==> src/rtl/hazard_sequencer.sv <==
// Pipeline hazard sequencer: bubbles, IF/ID flushes and data-memory freezes for the 5-stage core.
// Optional performance counters are built only when HAZARD_PERF_EN is defined.
module hazard_sequencer #(
  parameter int CNT_W = 32
) (
  input  logic             clk,
  input  logic             rst,
  input  logic [4:0]       rs1_ID,
  input  logic [4:0]       rs2_ID,
  input  logic             useRs1_ID,
  input  logic             useRs2_ID,
  input  logic             isBJ_ID,
  input  logic             bjTaken_ID,
  input  logic [4:0]       rd_EX,
  input  logic             regWrite_EX,
  input  logic             memRead_EX,
  input  logic [4:0]       rd_MEM,
  input  logic             memRead_MEM,
  input  logic             dmem_req,
  input  logic             dmem_ready,
  output logic             pcWrite,
  output logic             IFIDWrite,
  output logic             IDEXWrite,
  output logic             EXMEMWrite,
  output logic             MEMWBWrite,
  output logic             IFIDFlush,
  output logic             IDEXFlush,
  output logic [CNT_W-1:0] stallCycles,
  output logic [CNT_W-1:0] flushCount
);

  typedef enum logic [1:0] {
    RUN      = 2'd0,
    STALL    = 2'd1,
    MEM_WAIT = 2'd2
  } state_t;

  typedef struct packed {
    logic pc;
    logic ifid;
    logic idex;
    logic exmem;
    logic memwb;
    logic ifid_flush;
    logic idex_flush;
  } ctl_t;

  localparam ctl_t CTL_RUN    = '{1'b1, 1'b1, 1'b1, 1'b1, 1'b1, 1'b0, 1'b0};
  localparam ctl_t CTL_BUBBLE = '{1'b0, 1'b0, 1'b1, 1'b1, 1'b1, 1'b0, 1'b1};
  localparam ctl_t CTL_FREEZE = '{1'b0, 1'b0, 1'b0, 1'b0, 1'b0, 1'b0, 1'b0};
  localparam ctl_t CTL_RESET  = '{1'b0, 1'b0, 1'b0, 1'b0, 1'b0, 1'b1, 1'b1};

  state_t     state, state_next;
  state_t     ret, ret_next;
  state_t     eff;
  logic [1:0] cnt, cnt_next;
  ctl_t       ctl;

  logic hit_ex, hit_mem;
  logic luse, bj_ex, bj_ld_ex, bj_ld_mem;
  logic [1:0] n_bub;
  logic mem_stall;

  // A source match only matters for registers the ID instruction really reads; x0 never hazards.
  assign hit_ex  = (rd_EX != 5'd0) &&
                   ((useRs1_ID && (rs1_ID == rd_EX)) || (useRs2_ID && (rs2_ID == rd_EX)));
  assign hit_mem = (rd_MEM != 5'd0) &&
                   ((useRs1_ID && (rs1_ID == rd_MEM)) || (useRs2_ID && (rs2_ID == rd_MEM)));

  assign luse      = memRead_EX && hit_ex;
  assign bj_ex     = isBJ_ID && regWrite_EX && !memRead_EX && hit_ex;
  assign bj_ld_ex  = isBJ_ID && memRead_EX && hit_ex;
  assign bj_ld_mem = isBJ_ID && memRead_MEM && hit_mem;

  assign n_bub = bj_ld_ex                       ? 2'd2 :
                 (luse || bj_ex || bj_ld_mem)   ? 2'd1 : 2'd0;

  assign mem_stall = dmem_req && !dmem_ready;

  // On release from MEM_WAIT the cycle behaves exactly like the state that was frozen.
  assign eff = ((state == MEM_WAIT) && dmem_ready) ? ret : state;

  // NOTE: every signal driven here gets a default first, so no path can infer a latch.
  always_comb begin
    ctl        = CTL_RUN;
    state_next = state;
    cnt_next   = cnt;
    ret_next   = ret;

    case (eff)
      RUN: begin
        if (mem_stall) begin
          ctl        = CTL_FREEZE;
          ret_next   = RUN;
          state_next = MEM_WAIT;
        end else if (n_bub != 2'd0) begin
          ctl = CTL_BUBBLE;
          if (n_bub == 2'd2) begin
            cnt_next   = 2'd1;
            state_next = STALL;
          end else begin
            state_next = RUN;
          end
        end else begin
          ctl.ifid_flush = bjTaken_ID;
          state_next     = RUN;
        end
      end

      STALL: begin
        if (mem_stall) begin
          ctl        = CTL_FREEZE;
          ret_next   = STALL;
          state_next = MEM_WAIT;
        end else begin
          ctl        = CTL_BUBBLE;
          cnt_next   = (cnt == 2'd0) ? 2'd0 : cnt - 2'd1;
          state_next = (cnt <= 2'd1) ? RUN : STALL;
        end
      end

      MEM_WAIT: begin
        ctl = CTL_FREEZE;
      end

      default: begin
        ctl        = CTL_FREEZE;
        state_next = RUN;
        cnt_next   = 2'd0;
        ret_next   = RUN;
      end
    endcase

    if (rst) begin
      ctl = CTL_RESET;
    end
  end

  assign pcWrite    = ctl.pc;
  assign IFIDWrite  = ctl.ifid;
  assign IDEXWrite  = ctl.idex;
  assign EXMEMWrite = ctl.exmem;
  assign MEMWBWrite = ctl.memwb;
  assign IFIDFlush  = ctl.ifid_flush;
  assign IDEXFlush  = ctl.idex_flush;

  // NOTE: state registers use non-blocking assignments so every flop samples pre-edge values.
  always_ff @(posedge clk) begin
    if (rst) begin
      state <= RUN;
      cnt   <= 2'd0;
      ret   <= RUN;
    end else begin
      state <= state_next;
      cnt   <= cnt_next;
      ret   <= ret_next;
    end
  end

`ifdef HAZARD_PERF_EN
  logic [CNT_W-1:0] stall_q, flush_q;

  always_ff @(posedge clk) begin
    if (rst) begin
      stall_q <= '0;
      flush_q <= '0;
    end else begin
      if (!ctl.pc)        stall_q <= stall_q + CNT_W'(1);
      if (ctl.ifid_flush) flush_q <= flush_q + CNT_W'(1);
    end
  end

  assign stallCycles = stall_q;
  assign flushCount  = flush_q;
`else
  assign stallCycles = '0;
  assign flushCount  = '0;
`endif

endmodule

==> config.mk <==
export PLATFORM = sky130hd
export DESIGN_NAME = hazard_sequencer
export DESIGN_NICKNAME = d
export VERILOG_FILES = /design/src/rtl/hazard_sequencer.sv
export SDC_FILE = /design/constraint.sdc
export NUM_CORES = 1
export LEC_CHECK = 0
export ABC_AREA = 1
export CORE_UTILIZATION = 33
export DETAILED_ROUTE_END_ITERATION = 12
export PLACE_DENSITY = 0.87
export SETUP_SLACK_MARGIN = 0.1
export SLEW_MARGIN = 20
export SYNTH_ARGS = -nofsm -noshare
export SYNTH_HDL_FRONTEND = slang
export SYNTH_SLANG_ARGS = --single-unit
==> constraint.sdc <==
create_clock -name clk -period 1.6 [get_ports clk]
set_clock_uncertainty 0.2 [all_clocks]
set_input_delay 0.24 -clock clk [delete_from_list [all_inputs] [get_ports clk]]
set_output_delay 0.24 -clock clk [all_outputs]
set_load 0.02 [all_outputs]
==> results.ini, run 1 <==
[routing]
drtIter0Drc = 66
ant_nets = 0
wirelength_um = 3010
vias = 1265
wl_per_cell_um = 9.21
post-route-drc-count = 0
post_drt_via_cell_ratio = 3.87
dr.pass1.iters = 4

[flow_run]
max-cap-violations = 0

[worst_setup_path]
start_kind = primary input
path_max_fanout = 4
path_cells = buf_4 -> inv_2 -> nor2_2 -> nor3_2 -> nand3_1 -> nand2_1 -> nand2_2 -> nand3_4 -> nand2_1 -> nand2_1 -> buf_6
crit_slowest_cell = nor3_2
crit_start = rd_MEM[3]
slowest_delay_ns = 0.19
cp_common_cell = nand2_1
critPathRequiredTime_ns = 1.16
end_kind = output port
timing.rr.start = state[1]
path_class = in2out
arrival_ns = 1.30

[global_route]
grt_overflow_total = 0
grt_max_degree = 6
grt_pass1_wl_um = 4410
grt_use_total = 0.133
antenna_found_initial = 0
grt_pass1_vias = 1072

[timing]
finalMaxSlewViolations = 0
holdWs_ns = 0.185
fin_crit_sh = 1.09
timing.fmax_ghz = 0.574
period_minus_slack_ns = 1.74
rsz0062_at_grt = true
hold_violations = 0
fin_ws_ns = -0.143
setup-violations-final = 4

[layout]
diodes = 0
syn_to_final_growth_pct = 46.4
layout.nets = 313
final_cell_mix = conb_1 (64), nand2_1 (45), buf_4 (23)
drive_above_1_share = 0.423
final_common_cell = conb_1
fillers = 347
instances_no_fill = 327
fin_area_um2 = 1810

[synthesis]
synth_cells = 221
synth-seq-cells = 5
ys_seq_area_frac = 0.0808
netlist_area_um2 = 1240
avgSynthCellArea_um2 = 5.60
yosys_warnings = 0
ys_types = 18

[floorplanning]
die_h_um = 63.3
num_rows = 21
start_util = 0.357
design.die.area_um2 = 4000
io_pins = 102
core_um2 = 3470
dieWidth_um = 63.3

[placed_design]
globalplace.congestion = 0.826
dpl.hpwl_um = 2240
place_area_um2 = 1560
place_inst = 317
port_buffers = 37

[clocking]
cts.sinks = 5
insertion_delay_ns = 0.22
cts_buffers = 3
h-tree-depth = 1
cts_tree = yes
clockBufferDepth = 2
cts-root-buf = clkbuf_8
path_clk_slew_ns = 0.04

[power_and_ir_drop]
p_leak_nw = 1.04
powerDensity_nw_per_um2 = 465
peakVddDrop_uv = 147

[worst_hold_path]
hold_class = in2reg
hold_start = rst

[run_status]
status = finished, violations left
failed_checks = setup timing

## synth_stat cells
cell	n	area share
a21oi_2	2	0.014
o21ai_0	4	0.016
inv_1	31	0.094
o311ai_0	1	0.0071
nand3_1	12	0.048
nand2_2	3	0.015
dfxtp_1	5	0.081
o211ai_1	1	0.0061
buf_4	67	0.41
o21ai_1	2	0.0081
nor3_1	6	0.024
nor2_1	23	0.070
conb_1	1	0.0030
nand2_1	53	0.16
inv_2	5	0.015
nand3_2	2	0.016
a21oi_1	2	0.0081
xor2_1	1	0.0071
## worst paths after layout
path | depth (start not counted) | slack, ns | end
worst max register to register | 11 | 0.15 | cnt[1]
worst max-delay path | 11 | -0.14 | IDEXFlush
worst min-delay path | 3 | 0.18 | state[1]
worst min register to register | 2 | 0.28 | cnt[0]
## per-layer routing
layer  up-vias  global-route usage  wire length, um
met4         0              0.0284               36
met5         -                   0                0
met2        68               0.243             1640
met3         4              0.0236              207
li1        655                   -                -
met1       538               0.161             1120
## power breakdown
| group | internal, W | switching (W) | leakage (nW) | total (W) |
|---|---|---|---|---|
| logic | 0.000179 | 0.000305 | 0.979 | 0.000484 |
| clock network | 0.000171 | 0.0000576 | 0.0228 | 0.000228 |
| registers | 0.000129 | 0.00000192 | 0.0414 | 0.000131 |
## state kept, by name, summed over array words and instances (netlist names)
register and cells:
state 2, cnt 2, ret 1
## area by class of cell
| class | count | area, um2 | area share |
|---|---|---|---|
| multi-input cells | 176 | 897 | 0.495 |
| repair buffers | 60 | 571 | 0.315 |
| inverters | 36 | 140 | 0.0773 |
| flip-flops and latches | 5 | 103 | 0.0566 |
| well taps | 46 | 57.6 | 0.0317 |
| clock buffers | 4 | 45.0 | 0.0248 |
## critical path, delay by kind of cell
family        cells  cell delay [ns]
simple gates      8             0.76
buf+inv           3             0.31
## metrics by stage
step | power, W | TNS (ns) | setup slack [ns] | utilization
floorplan | 0.000510 | -0.0618 | -0.0618 | -
global placement | 0.000543 | -7.31 | -1.05 | 0.449
detailed placement | 0.000547 | -7.49 | -1.04 | 0.449
CTS | 0.000808 | -0.307 | -0.0859 | 0.490
global route | 0.000897 | -0.730 | -0.193 | 0.523
finish | 0.000843 | -0.448 | -0.143 | 0.523
## kinds of logic (layout without fill, tap and decap cells)
| group | count (synthesis) | count (layout) | share of synthesized area |
|---|---|---|---|
| simple gates | 99 | 99 | 0.334 |
| other cells | 1 | 64 | 0.00303 |
| compound gates | 12 | 12 | 0.0596 |
| buf+inv | 103 | 100 | 0.515 |
| flops | 5 | 5 | 0.0808 |
| xor+xnor | 1 | 1 | 0.00707 |
## timing repair
| item | in CTS | in global routing |
|---|---|---|
| setup endpoints to repair | 11 | 9 |
| buffers inserted | 5 | 1 |
| hold endpoints to repair | 0 | 0 |
| pin swaps | 32 | 12 |
| hold buffers | 0 | 0 |
| resized for setup | 182 | 43 |
(Power assumes the default switching activity.)
==> run 2: changes to the inputs <==
==> constraint.sdc (replaced) <==
create_clock -name clk -period 1.8 [get_ports clk]
set_clock_uncertainty 0.2 [all_clocks]
set_input_delay 0.27 -clock clk [delete_from_list [all_inputs] [get_ports clk]]
set_output_delay 0.27 -clock clk [all_outputs]
set_load 0.02 [all_outputs]
==> results.ini, run 2 (synthesized netlist as in run 1, its figures left out) <==
[worst_hold_path]
hold_end = cnt[0]
hold_start = cnt[0]
hold_class = reg2reg
whs_path_depth = 2

[clocking]
insertion_delay_ns = 0.22
cts_tree = yes
cts_buffers = 3
path_clk_slew_ns = 0.04
h-tree-depth = 1
hold_buffers = 0
cts.sinks = 5
clockBufferDepth = 2
cts-root-buf = clkbuf_8

[global_route]
grt_pass1_wl_um = 4470
grt_use_total = 0.140
grt_pass1_vias = 1118
grt_overflow_total = 0
antenna_found_initial = 0
grt_max_degree = 6

[timing]
rsz0062_at_grt = true
finalMaxSlewViolations = 0
fin_crit_sh = 0.964
setup-tns-final_ns = 0
period_minus_slack_ns = 1.73
timing.fmax_ghz = 0.577
hold_violations = 0
setup-violations-final = 0

[worst_setup_path]
reg2reg_depth = 8
r2r_slack_ns = 0.39
slowest_delay_ns = 0.18
critPathRequiredTime_ns = 1.33
path_cells = buf_8 -> nor3_4 -> nand3_1 -> nand3_1 -> inv_1 -> nand2_2 -> nand3_4 -> nor3_4 -> buf_6
path_max_fanout = 3
r2r-end = state[0]
start_kind = primary input
end_kind = output port
crit_slowest_cell = nor3_4
timing.rr.start = state[1]
path_class = in2out
arrival_ns = 1.26

[floorplanning]
core_um2 = 3470
io_pins = 102
num_rows = 21
die_h_um = 63.3
design.die.area_um2 = 4000
start_util = 0.357
dieWidth_um = 63.3

[routing]
drtIter0Drc = 54
wirelength_um = 2900
ant_nets = 0
post_drt_via_cell_ratio = 3.93
dr.pass1.iters = 4
wl_per_cell_um = 9.02
post-route-drc-count = 0
vias = 1262

[layout]
regArea_um2 = 100
fillers = 339
instances_no_fill = 321
final_cell_mix = conb_1 (64), nand2_1 (38), buf_4 (21)
syn_to_final_growth_pct = 38.1
drive_above_1_share = 0.396
diodes = 0
multi_input_area_um2 = 878
reg_top3 = cnt: 2 flops, state: 2 flops, ret: 1 flops
layout.nets = 307
final_common_cell = conb_1

[run_status]
status = complete, no violations

[flow_run]
max-cap-violations = 0

[power_and_ir_drop]
power_frac_comb = 0.557
seqPwrFrac = 0.157
switching_share = 0.444
peakVddDrop_uv = 156
powerDensity_nw_per_um2 = 429
p_leak_nw = 0.993
intPower_w = 0.000408
p_sw_w = 0.000325
clkPwrFrac = 0.285

[placed_design]
place_inst = 313
port_buffers = 37
globalplace.congestion = 0.854
dpl.hpwl_um = 2270

[run 2: cell count changes in the layout (fill, tap and decap cells not counted), moves of 3 or more]
cell     change
nand3_2      -3
buf_8        -3
nand2_2      +6
inv_2        -9
inv_4        +4
nand3_1      +3
buf_6        -3
inv_1        +5
nand2_1      -7
[run 2: cell type report]
class                      count  share of cell area
clock buffer                   4              0.0263
tap                           46              0.0337
multi-input combinational    176               0.514
sequential                     5              0.0585
inverter                      36              0.0878
timing repair buffer          54               0.280
[run 2: how the worst max path moves through the flow]
stage,start,endpoint,slack (ns),cells past startpoint
global route,rd_MEM[4],IFIDWrite,-0.02,9
CTS,rd_MEM[4],IFIDWrite,-0.007,9
detailed placement,rd_EX[2],IDEXFlush,-0.89,12
finish,rd_MEM[4],IFIDWrite,0.07,9
global placement,rd_EX[2],IDEXFlush,-0.86,12
floorplan,rd_EX[0],pcWrite,0.07,10
[run 2: through the flow]
stage               hold slack [ns]   util  power (W)  worst slack, ns  area, um2
floorplan                     0.139      -   0.000450           0.0654       1490
global placement              0.260  0.436   0.000472           -0.861       1510
detailed placement            0.262  0.436   0.000477           -0.888       1510
finish                        0.267  0.493   0.000734           0.0654       1710
CTS                           0.267  0.456   0.000693         -0.00723       1580
global route                  0.301  0.493   0.000777          -0.0196       1710
[run 2: repair_timing]
action                     in CTS  in global routing
pin swaps                      32                 29
resized for setup             168                 52
cloned                          0                  0
setup endpoints to repair       9                  7
buffers inserted                4                  0
[run 2: critical path, delay by kind of cell]
family | cells | cell delay, ns
and+or+nand+nor | 6 | 0.69
buffers and inverters | 3 | 0.31
[run 2: power groups by stage]
stage,combinational (W),clock [W],sequential (W)
final,0.000409,0.000209,0.000115
after global placement,0.000355,0,0.000117
after CTS,0.000367,0.000210,0.000115
after global routing,0.000440,0.000221,0.000116
after floorplan,0.000333,0,0.000117
after detailed placement,0.000360,0,0.000117
[run 2: layer usage]
metal  routed length (um)  share of wire  track usage  vias to the layer above
li1                     -              -            -                      643
met1                 1120           0.39        0.138                      555
met2                 1550           0.54        0.270                       61
met3                  207          0.071       0.0399                        3
met4                   15         0.0052       0.0568                        0
met5                    0              0            0                        -
